$ cat src/rtl/gpio_cfg_pkg.sv
// Shared types and constants for the GPIO configuration sequencer and the I2C slave.
// Holds the FSM encoding, status bit positions and the register indices.
package gpio_cfg_pkg;

  typedef enum logic [2:0] {
    IDLE      = 3'd0,
    MUTE_WAIT = 3'd1,
    APPLY     = 3'd2,
    SETTLE    = 3'd3
  } state_t;

  localparam int STAT_BUSY    = 7;
  localparam int STAT_PENDING = 6;
  localparam int STAT_MUTE_N  = 5;

  localparam logic [7:0] REG_CFG0   = 8'h30;
  localparam logic [7:0] REG_CFG1   = 8'h31;
  localparam logic [7:0] REG_STATUS = 8'h34;

  function automatic logic [7:0] pack_status(input logic busy, input logic pending,
                                             input logic mute_n, input state_t st);
    return {busy, pending, mute_n, 2'b00, st};
  endfunction

endpackage

$ cat src/rtl/gpio_cfg_sequencer_if.sv
// Configuration bytes in, applied relay/DAC config, mute and status out.
// The host side (register file or bench) is the master; the sequencer is the slave.
interface gpio_cfg_sequencer_if;
  logic [7:0] cfg0_async;
  logic [7:0] cfg1_async;
  logic [7:0] relay_cfg;
  logic [7:0] dac_cfg;
  logic       mute_n;
  logic       busy;
  logic [7:0] status;

  modport master (output cfg0_async, cfg1_async,
                  input  relay_cfg, dac_cfg, mute_n, busy, status);
  modport slave  (input  cfg0_async, cfg1_async,
                  output relay_cfg, dac_cfg, mute_n, busy, status);
endinterface

$ cat src/rtl/cfg_sync_stable.sv
// 2-FF synchronizer for the 16 config bits plus a stability qualifier.
// pending_set/pending_clr are single-cycle strobes on the edge the value becomes stable.
module cfg_sync_stable #(
  parameter int STABLE_CYCLES = 4
) (
  input  logic        clk,
  input  logic        rst_n,
  input  logic [15:0] raw,
  input  logic [15:0] applied,
  output logic [15:0] target,
  output logic        pending_set,
  output logic        pending_clr
);
  localparam int SW = $clog2(STABLE_CYCLES + 1);

  logic [15:0]   meta;
  logic [15:0]   s;
  logic [SW-1:0] stab_cnt;
  logic          reach;

  // s only changes on an edge where meta differs from it, so that is the restart condition.
  assign reach       = (meta == s) && (stab_cnt == SW'(STABLE_CYCLES - 1));
  assign pending_set = reach && (s != applied);
  assign pending_clr = reach && (s == applied);

  always_ff @(posedge clk or negedge rst_n) begin
    if (!rst_n) begin
      meta     <= '0;
      s        <= '0;
      stab_cnt <= '0;
      target   <= '0;
    end else begin
      meta <= raw;
      s    <= meta;
      if (meta != s)
        stab_cnt <= '0;
      else if (stab_cnt != SW'(STABLE_CYCLES))
        stab_cnt <= stab_cnt + 1'b1;
      // A revert also refreshes target, so an in-flight APPLY rewrites the applied value.
      if (reach)
        target <= s;
    end
  end

endmodule

$ cat src/rtl/gpio_cfg_sequencer.sv
// Applies I2C-written relay/DAC config inside a mute window (mute, wait, apply, settle, unmute).
// Optional GPIO_CFG_NOMUTE_EN: changes confined to NOMUTE_MASK bits are applied directly from IDLE.
module gpio_cfg_sequencer
  import gpio_cfg_pkg::*;
#(
  parameter int STABLE_CYCLES = 4,
  parameter int MUTE_CYCLES   = 4096,
  parameter int SETTLE_CYCLES = 65536,
  parameter int CNT_W         = 17
`ifdef GPIO_CFG_NOMUTE_EN
  , parameter logic [15:0] NOMUTE_MASK = 16'h0000
`endif
) (
  input logic                 clk,
  input logic                 rst_n,
  gpio_cfg_sequencer_if.slave bus
);
  state_t           state;
  logic [CNT_W-1:0] cnt;
  logic             pending;
  logic [7:0]       relay_q;
  logic [7:0]       dac_q;
  logic             mute_q;
  logic [15:0]      target;
  logic [15:0]      applied;
  logic             pending_set;
  logic             pending_clr;
  logic             direct;

  assign applied = {dac_q, relay_q};

  cfg_sync_stable #(.STABLE_CYCLES(STABLE_CYCLES)) u_sync (
    .clk         (clk),
    .rst_n       (rst_n),
    .raw         ({bus.cfg1_async, bus.cfg0_async}),
    .applied     (applied),
    .target      (target),
    .pending_set (pending_set),
    .pending_clr (pending_clr)
  );

`ifdef GPIO_CFG_NOMUTE_EN
  assign direct = (state == IDLE) && pending && (((target ^ applied) & ~NOMUTE_MASK) == 16'h0000);
`else
  assign direct = 1'b0;
`endif

  always_ff @(posedge clk or negedge rst_n) begin
    if (!rst_n) begin
      state   <= SETTLE;
      cnt     <= CNT_W'(SETTLE_CYCLES - 1);
      pending <= 1'b0;
      relay_q <= 8'h00;
      dac_q   <= 8'h00;
      mute_q  <= 1'b0;
    end else begin
      // A new set on the same edge as a clear wins, so the newer target is not lost.
      if (pending_set)
        pending <= 1'b1;
      else if (pending_clr || direct || state == APPLY)
        pending <= 1'b0;

      case (state)
        IDLE: begin
          mute_q <= 1'b1;
          if (direct) begin
            {dac_q, relay_q} <= target;
          end else if (pending) begin
            mute_q <= 1'b0;
            cnt    <= CNT_W'(MUTE_CYCLES - 1);
            state  <= MUTE_WAIT;
          end
        end
        MUTE_WAIT: begin
          if (cnt == '0) state <= APPLY;
          else           cnt   <= cnt - 1'b1;
        end
        APPLY: begin
          {dac_q, relay_q} <= target;
          cnt              <= CNT_W'(SETTLE_CYCLES - 1);
          state            <= SETTLE;
        end
        SETTLE: begin
          if (pending) begin
            state <= APPLY;
          end else if (cnt == '0) begin
            mute_q <= 1'b1;
            state  <= IDLE;
          end else begin
            cnt <= cnt - 1'b1;
          end
        end
        default: begin
          mute_q <= 1'b0;
          cnt    <= CNT_W'(SETTLE_CYCLES - 1);
          state  <= SETTLE;
        end
      endcase
    end
  end

  assign bus.relay_cfg = relay_q;
  assign bus.dac_cfg   = dac_q;
  assign bus.mute_n    = mute_q;
  assign bus.busy      = (state != IDLE);
  assign bus.status    = pack_status(state != IDLE, pending, mute_q, state);

endmodule
$ cat src/flat_wrapper.sv
// flat-port wrapper written by rule: the top's interface ports become plain ports
module gpio_cfg_sequencer_flat import gpio_cfg_pkg::*;
#(
  parameter int STABLE_CYCLES = 4,
  parameter int MUTE_CYCLES   = 4096,
  parameter int SETTLE_CYCLES = 65536,
  parameter int CNT_W         = 17

)
  (clk, rst_n, bus_cfg0_async, bus_cfg1_async, bus_relay_cfg, bus_dac_cfg, bus_mute_n, bus_busy, bus_status);
  gpio_cfg_sequencer_if bus_i ();
  input logic clk;
  input logic rst_n;
  input wire logic [$bits(bus_i.cfg0_async)-1:0] bus_cfg0_async;
  input wire logic [$bits(bus_i.cfg1_async)-1:0] bus_cfg1_async;
  output wire logic [$bits(bus_i.relay_cfg)-1:0] bus_relay_cfg;
  output wire logic [$bits(bus_i.dac_cfg)-1:0] bus_dac_cfg;
  output wire logic [$bits(bus_i.mute_n)-1:0] bus_mute_n;
  output wire logic [$bits(bus_i.busy)-1:0] bus_busy;
  output wire logic [$bits(bus_i.status)-1:0] bus_status;
  assign bus_i.cfg0_async = bus_cfg0_async;
  assign bus_i.cfg1_async = bus_cfg1_async;
  assign bus_relay_cfg = bus_i.relay_cfg;
  assign bus_dac_cfg = bus_i.dac_cfg;
  assign bus_mute_n = bus_i.mute_n;
  assign bus_busy = bus_i.busy;
  assign bus_status = bus_i.status;
  gpio_cfg_sequencer #(.STABLE_CYCLES(STABLE_CYCLES), .MUTE_CYCLES(MUTE_CYCLES), .SETTLE_CYCLES(SETTLE_CYCLES), .CNT_W(CNT_W)) u_core (.clk(clk), .rst_n(rst_n), .bus(bus_i));
endmodule
$ cat config.mk
export PLATFORM = sky130hd
export DESIGN_NAME = gpio_cfg_sequencer_flat
export DESIGN_NICKNAME = d
export VERILOG_FILES = /design/src/rtl/gpio_cfg_pkg.sv /design/src/rtl/gpio_cfg_sequencer_if.sv /design/src/rtl/cfg_sync_stable.sv /design/src/rtl/gpio_cfg_sequencer.sv /design/src/flat_wrapper.sv
export SDC_FILE = /design/constraint.sdc
export NUM_CORES = 1
export LEC_CHECK = 0
export CORE_MARGIN = 3
export CORE_UTILIZATION = 28
export DETAILED_ROUTE_END_ITERATION = 6
export REMOVE_ABC_BUFFERS = 1
export SYNTH_ARGS = -nofsm -noshare
export SYNTH_HDL_FRONTEND = slang
export SYNTH_SLANG_ARGS = --single-unit
$ cat constraint.sdc
create_clock -name clk -period 3.2 [get_ports clk]
set_input_delay 0.64 -clock clk [delete_from_list [all_inputs] [get_ports clk]]
set_output_delay 0.64 -clock clk [all_outputs]
set_load 0.005 [all_outputs]
After elaboration in Yosys (flattened, before gate mapping)
Index checks and enable logic that the tools add are counted.
{"block": "op_classes", "add_sub_neg": 2, "multipliers": 0, "div_mod_pow": 0, "magnitude_cmp": 0, "eq_ne": 14, "shift": 0, "n_mux": 17, "n_bitwise": 1, "n_reduce_logical": 13}
{"operator": "two-way mux 17 bit", "n": 3}
{"operator": "one-hot mux 17 bit (3 select lines)", "n": 1}
{"operator": "== test 16 bit", "n": 2}
{"operator": "!= test 16 bit", "n": 2}
{"operator": "two-way mux 3 bit", "n": 6}
{"operator": "logical NOT 17 bit", "n": 1}
{"operator": "subtractor 17 x 1 -> 17 bit (second input constant)", "n": 1}
{"operator": "== test 3 x 2 -> 1 bit (second input constant)", "n": 3}
{"operator": "one-hot mux 3 bit (3 select lines)", "n": 1}
{"operator": "!= test 2 x 1 -> 1 bit (second input constant)", "n": 3}
{"operator": "AND reduction 3 bit", "n": 2}
{"operator": "two-way mux 1 bit", "n": 5}
{"operator": "nonzero test 2 bit", "n": 2}
{"operator": "adder 3 x 1 -> 3 bit (second input constant)", "n": 1}
{"operator": "== test 3 x 1 -> 1 bit (second input constant)", "n": 1}
{"operator": "logical AND 1 bit", "n": 3}
{"operator": "logical NOT 3 bit", "n": 1}
{"operator": "!= test 3 x 1 -> 1 bit (second input constant)", "n": 1}
{"operator": "!= test 3 bit (second input constant)", "n": 1}
{"operator": "one-hot mux 1 bit (3 select lines)", "n": 1}
{"operator": "nonzero test 3 bit", "n": 1}
{"operator": "!= test 2 bit (second input constant)", "n": 1}
{"operator": "AND reduction 2 bit", "n": 1}
{"operator": "OR reduction 2 bit", "n": 1}
{"operator": "other kinds (2)", "n": 2}
{"block": "word_totals", "regBits": 89, "latchBits": 0, "mem_bits_rw": 0, "mem_bits_ro": 0, "wordCells": 57, "mem_count": 0}

Depth between registers and ports, before layout
Gate-level depths: netlist (run 1).
{"block": "depth", "ltp_word": 6, "depth_mapped": 10, "depth_no_buf": 7}

Hierarchy
A second synthesis (run 1) with hierarchy kept.
{"block": "unflattened", "cells_unflattened": 328, "area_unflattened_um2": 4082.7}
{"module": "gpio_cfg_sequencer", "n_inst": 1, "cells_each": 199, "area_each_um2": 2104.5, "seq_area_each_um2": 948.4}
{"module": "cfg_sync_stable", "n_inst": 1, "cells_each": 129, "area_each_um2": 1978.1, "seq_area_each_um2": 1276.2}

Least setup slack after synthesis (run 1)
Ideal clock, no wire load.
{"block": "synth_timing", "path_type": "register to register", "start": "register u_core.state[0]", "end": "register u_core.cnt[8]", "setup_time_ns": 0.060, "arrival_ns": 2.263, "required_ns": 3.140, "setup_slack_ns": 0.877, "stages_incl_launch_ff": 9, "path_buffers": 1, "synth_period_minus_slack_ns": 2.323, "path_cell_list": "dfstp_2 > clkbuf_1 > clkinv_1 > ha_1 > inv_1 > o21ai_0 > or4_1 > o21ai_0 > a211o_1"}
{"block": "synth_between", "elab_chain_len": 3, "elab_cells_between_ends": 7, "cone_classes": "4 x eq/ne; 1 x mux; 2 x reduce/logical"}
{"element": "start, declared", "line_no": "gpio_cfg_sequencer.sv:18", "text": "state_t state;"}
{"element": "start signal, assigned", "line_no": "gpio_cfg_sequencer.sv:50", "text": "state <= SETTLE;"}
{"element": "start signal, assigned", "line_no": "gpio_cfg_sequencer.sv:71", "text": "state <= MUTE_WAIT;"}
{"element": "start signal, assigned", "line_no": "gpio_cfg_sequencer.sv:75", "text": "if (cnt == '0) state <= APPLY;"}
{"element": "== test 3 x 2 -> 1 bit or logical NOT 3 bit (tied branches)", "line_no": "gpio_cfg_sequencer.sv:63", "text": "case (state)"}
{"element": "!= test 2 bit (no line) or != test 2 x 1 -> 1 bit (tied branches)"}
{"element": "AND reduction 2 bit (no line)"}
{"element": "end signal, assigned", "line_no": "gpio_cfg_sequencer.sv:70", "text": "cnt <= CNT_W'(MUTE_CYCLES - 1);"}
{"element": "end signal, assigned", "line_no": "gpio_cfg_sequencer.sv:76", "text": "else cnt <= cnt - 1'b1;"}
{"element": "end signal, assigned", "line_no": "gpio_cfg_sequencer.sv:80", "text": "cnt <= CNT_W'(SETTLE_CYCLES - 1);"}
{"element": "end, declared", "line_no": "gpio_cfg_sequencer.sv:19", "text": "logic [CNT_W-1:0] cnt;"}
Parallel ways exist; a longest one is shown, timed or not.
A chain may end at the register's enable or synchronous reset.

Worst setup path in the final report (run 1)
{"block": "layout_timing", "start": "register u_core.state[0]", "end": "output port bus_status[7]"}
{"block": "layout_between", "elab_chain_len": 1}
{"element": "nonzero test 3 bit", "line_no": "gpio_cfg_sequencer.sv:106", "text": "assign bus.status = pack_status(state != IDLE, pending, mute_q, state);"}
{"element": "end, declared", "line_no": "flat_wrapper.sv:20", "text": "output wire logic [$bits(bus_i.status)-1:0] bus_status;"}
Every way passes these cells.

==> summary.md, run 1 <==
| Metric | Value |
|---|---|
| Critical-path maximum fanout | 9 |
| Largest net degree at the start of global routing | 89 |
| Synthesized area | 3960 um^2 |
| Vias in the first global route | 2697 |
| Most common cell after layout, fill and taps aside | dfrtp_1 |
| Top Ports | 44 |
| Fmax | 0.366 GHz |
| Setup bufs post-CTS | 0 |
| Longest Clk Path Bufs | 2 |
| Initial antenna violation count | 0 |
| Tcrit/Tclk final | 0.855 |
| Sum Neg Setup Slack | 0 ns |
| Worst setup margin | 0.464 ns |
| Post-CTS Resized | 0 |
| Synth Area in XOR/XNOR | 0.0731 |
| Combinational family with the most area after synthesis | multiplexers |
| I/O Buffers | 40 |
| Synth Area in Adders | 0.0253 |
| Pwr Total | 2.42 mW |
| Crit path time final | 2.74 ns |
| Seq/Total Area, Yosys | 0.562 |
| Ys async rst share | 1.00 |
| Critical Path, Cell by Cell | clkinv_1 -> ha_1 -> inv_1 -> clkdlybuf4s50_1 |
| Placed Area | 4500 um^2 |
| Critical path type | register to output port |
| Worst Setup End Kind | output port |
| Yosys cell types | 52 |
| Setup violators final | 0 |
| Syn avg cell area | 12.2 um^2 |
| Crit path largest cell delay | 0.53 ns |
| PwrDens | 500 nW/um^2 |
| CTS Sinks | 88 |
| CTS tree | yes |
| Height of the die | 125 um |
| Number of flops mapped to enable cells by yosys | 0 |
| Clk_skew | 0.00652 ns |
| Detailed placement HPWL | 5.41 mm |
| Most frequent cells in the layout | dfrtp_1, clkdlybuf4s50_1, xor2_1 |
| Fin. max-slew vios | 0 |
| Die area | 15600 um^2 |
| Core ar. | 13500 um^2 |
| Leak Pwr | 2.15 nW |
| Nets | 389 |
| Routed wire length | 7.90 mm |
| First-pass GRT wire length | 13.7 mm |
| # H-tree levels | 3 |
| Outcome | finished, final reports clean |
| FILL cells | 1322 |
| Synth Register Bits | 88 |
| Hold Vio Cnt, Final | 0 |
| Post-detailed-route count of antenna-violating nets | 0 |
| Worst EP arrival | 2.10 ns |
| Clock latency at the later pin of the worst-skew pair | 0.33 ns |
| Fin util | 0.359 |
| Placed cells | 528 |
| GRT Total Usage | 0.106 |
| Synthesis-to-layout area growth | 22.4% |
| # hold bufs at CTS | 0 |
| Gp weighted congestion | 0.808 |
| GRT overflow | 0 |
| Die width | 125 um |
| CP Launch Type | register |
| Core Rows | 42 |
| WL per Instance | 14.5 um |
| Fin cells | 544 |
| Worst-margin pin slew | 1.10 ns |
| 1st-iter DRT viols | 127 |
| Starting density of the core | 0.293 |
| Post-Place Worst Slack | 0.462 ns |
| Inserted Diodes | 0 |
| WP data required | 2.56 ns |
| Max Cap Viol | 0 |
| WHS | 0.391 ns |
| First-pass DRT Iterations | 6 |
| Multiplexer area fraction after synthesis | 0.102 |
| Design area | 4840 um^2 |
| HP Class | register to register |
| Yosys warns | 0 |
| Syn Inst Count | 324 |
| Compound-cell area share of the yosys netlist | 0.0980 |
| Post-Synth Simple-Gate Area | 0.0974 |
| VDD IR-drop max | 260 uV |
| CP max stage cell | dfstp_2 |
| Worst-path clk slew | 0.06 ns |
| Root buf cell | clkbuf_16 |
| Num CTS Buffers | 9 |
| Synth Flop Type | dfrtp_1 |
| Avg Vias per Cell | 4.75 |
| RSZ-0062 raised after global routing | false |
| Relative slew slack | 0.268 |
| Share of layout cells above drive strength 1 | 0.198 |
| DRC viols | 0 |
| Via Count | 2583 |
report_power, final:
part	switching, mW	internal [mW]	leakage [nW]
sequential	0.0185	1.13	1.08
clock	0.414	0.784	0.170
combinational	0.0358	0.0317	0.892
total	0.469	1.95	2.15
critical path, delay by kind of cell, from the launching register on:
| kind | cells | cell delay (ns) |
|---|---|---|
| buffers and inverters | 3 | 0.89 |
| DFF | 1 | 0.53 |
| adders and majority gates | 1 | 0.35 |
Yosys cell counts (2+ instances only):
cell	number	area share
a211o_1	2	0.0044
a211oi_1	2	0.0038
a21oi_1	15	0.019
a31oi_1	7	0.011
a41oi_1	2	0.0044
buf_2	2	0.0025
buf_4	6	0.011
clkbuf_1	8	0.0076
dfrtp_1	70	0.44
dfstp_2	18	0.12
ha_1	8	0.025
inv_1	11	0.010
mux2_2	23	0.065
mux2_4	9	0.034
nand2_1	9	0.0085
nand2b_1	3	0.0047
nand3_1	6	0.0076
nand4_1	4	0.0063
nor2_1	14	0.013
nor3_1	8	0.010
nor4_1	14	0.022
o21a_1	2	0.0038
o21ai_0	19	0.024
o22ai_1	2	0.0032
o31a_1	2	0.0044
xor2_1	32	0.071
final cells by class:
type / instances / area [um^2] / area share
multi-input cells: 208 / 1580 / 0.326
repair buffers: 44 / 428 / 0.0884
clock inverters: 5 / 104 / 0.0214
clock buffers: 11 / 243 / 0.0501
flip-flops and latches: 88 / 2220 / 0.459
well taps: 176 / 220 / 0.0455
inverters: 12 / 45.0 / 0.00930
final timing paths:
kind / start / endpoint / slack [ns] / cells past startpoint
worst max-delay path: u_core.state[0]$_DFFE_PN1P_ / bus_status[7] / 0.46 / 4
max in group asynchronous: rst_n / u_core.cnt[16]$_DFFE_PN0P_ / 1.97 / 1
worst max register to register: u_core.cnt[1]$_DFFE_PN1P_ / u_core.cnt[6]$_DFFE_PN1P_ / 0.48 / 7
worst min register to register: u_core.u_sync.meta[11]$_DFF_PN0_ / u_core.u_sync.s[11]$_DFF_PN0_ / 0.39 / 0
worst min-delay path: u_core.u_sync.meta[11]$_DFF_PN0_ / u_core.u_sync.s[11]$_DFF_PN0_ / 0.39 / 0
min in group asynchronous: rst_n / u_core.u_sync.meta[1]$_DFF_PN0_ / 0.49 / 1
routing by layer:
layer,part of all wire,GRT usage
met1,0.45,0.136
met2,0.50,0.175
met3,0.036,0.0197
met4,0.015,0.0453
met5,0,0
cell families after synthesis:
family | after synthesis
AO/OA/AOI/OAI | 62
XOR/XNOR | 33
adder cells (fa/ha/maj) | 8
buffers and inverters | 30
flip-flops | 88
multiplexers | 33
other | 1
AND/OR/NAND/NOR | 69
flip-flops by register name, summed over array words and instances, names as in the netlist:
register and count:
u_core.bus.mute_n 1, u_core.cnt 17, u_core.pending 1, u_core.state 2, u_core.u_sync.meta 16, u_core.bus.dac_cfg 8
u_core.u_sync.stab_cnt 3, u_core.u_sync.s 16, u_core.u_sync.target 16, u_core.bus.relay_cfg 8
Note: power is estimated with default switching activity, not from simulation.
==> run 2, diff against run 1 <==
--- a/config.mk
+++ b/config.mk
@@ -12,3 +12,4 @@
 export SYNTH_ARGS = -nofsm -noshare
 export SYNTH_HDL_FRONTEND = slang
 export SYNTH_SLANG_ARGS = --single-unit
+export TNS_END_PERCENT = 20
==> results of run 2 <==
Final layout, timing and power as in run 1 (identical DEF).
==> run 3, diff against run 2 <==
--- a/config.mk
+++ b/config.mk
@@ -7,6 +7,7 @@
 export LEC_CHECK = 0
 export CORE_MARGIN = 3
 export CORE_UTILIZATION = 28
+export CTS_CLUSTER_DIAMETER = 200
 export DETAILED_ROUTE_END_ITERATION = 6
 export REMOVE_ABC_BUFFERS = 1
 export SYNTH_ARGS = -nofsm -noshare
==> results of run 3 <==
Final layout, timing and power as in run 1 (identical DEF).
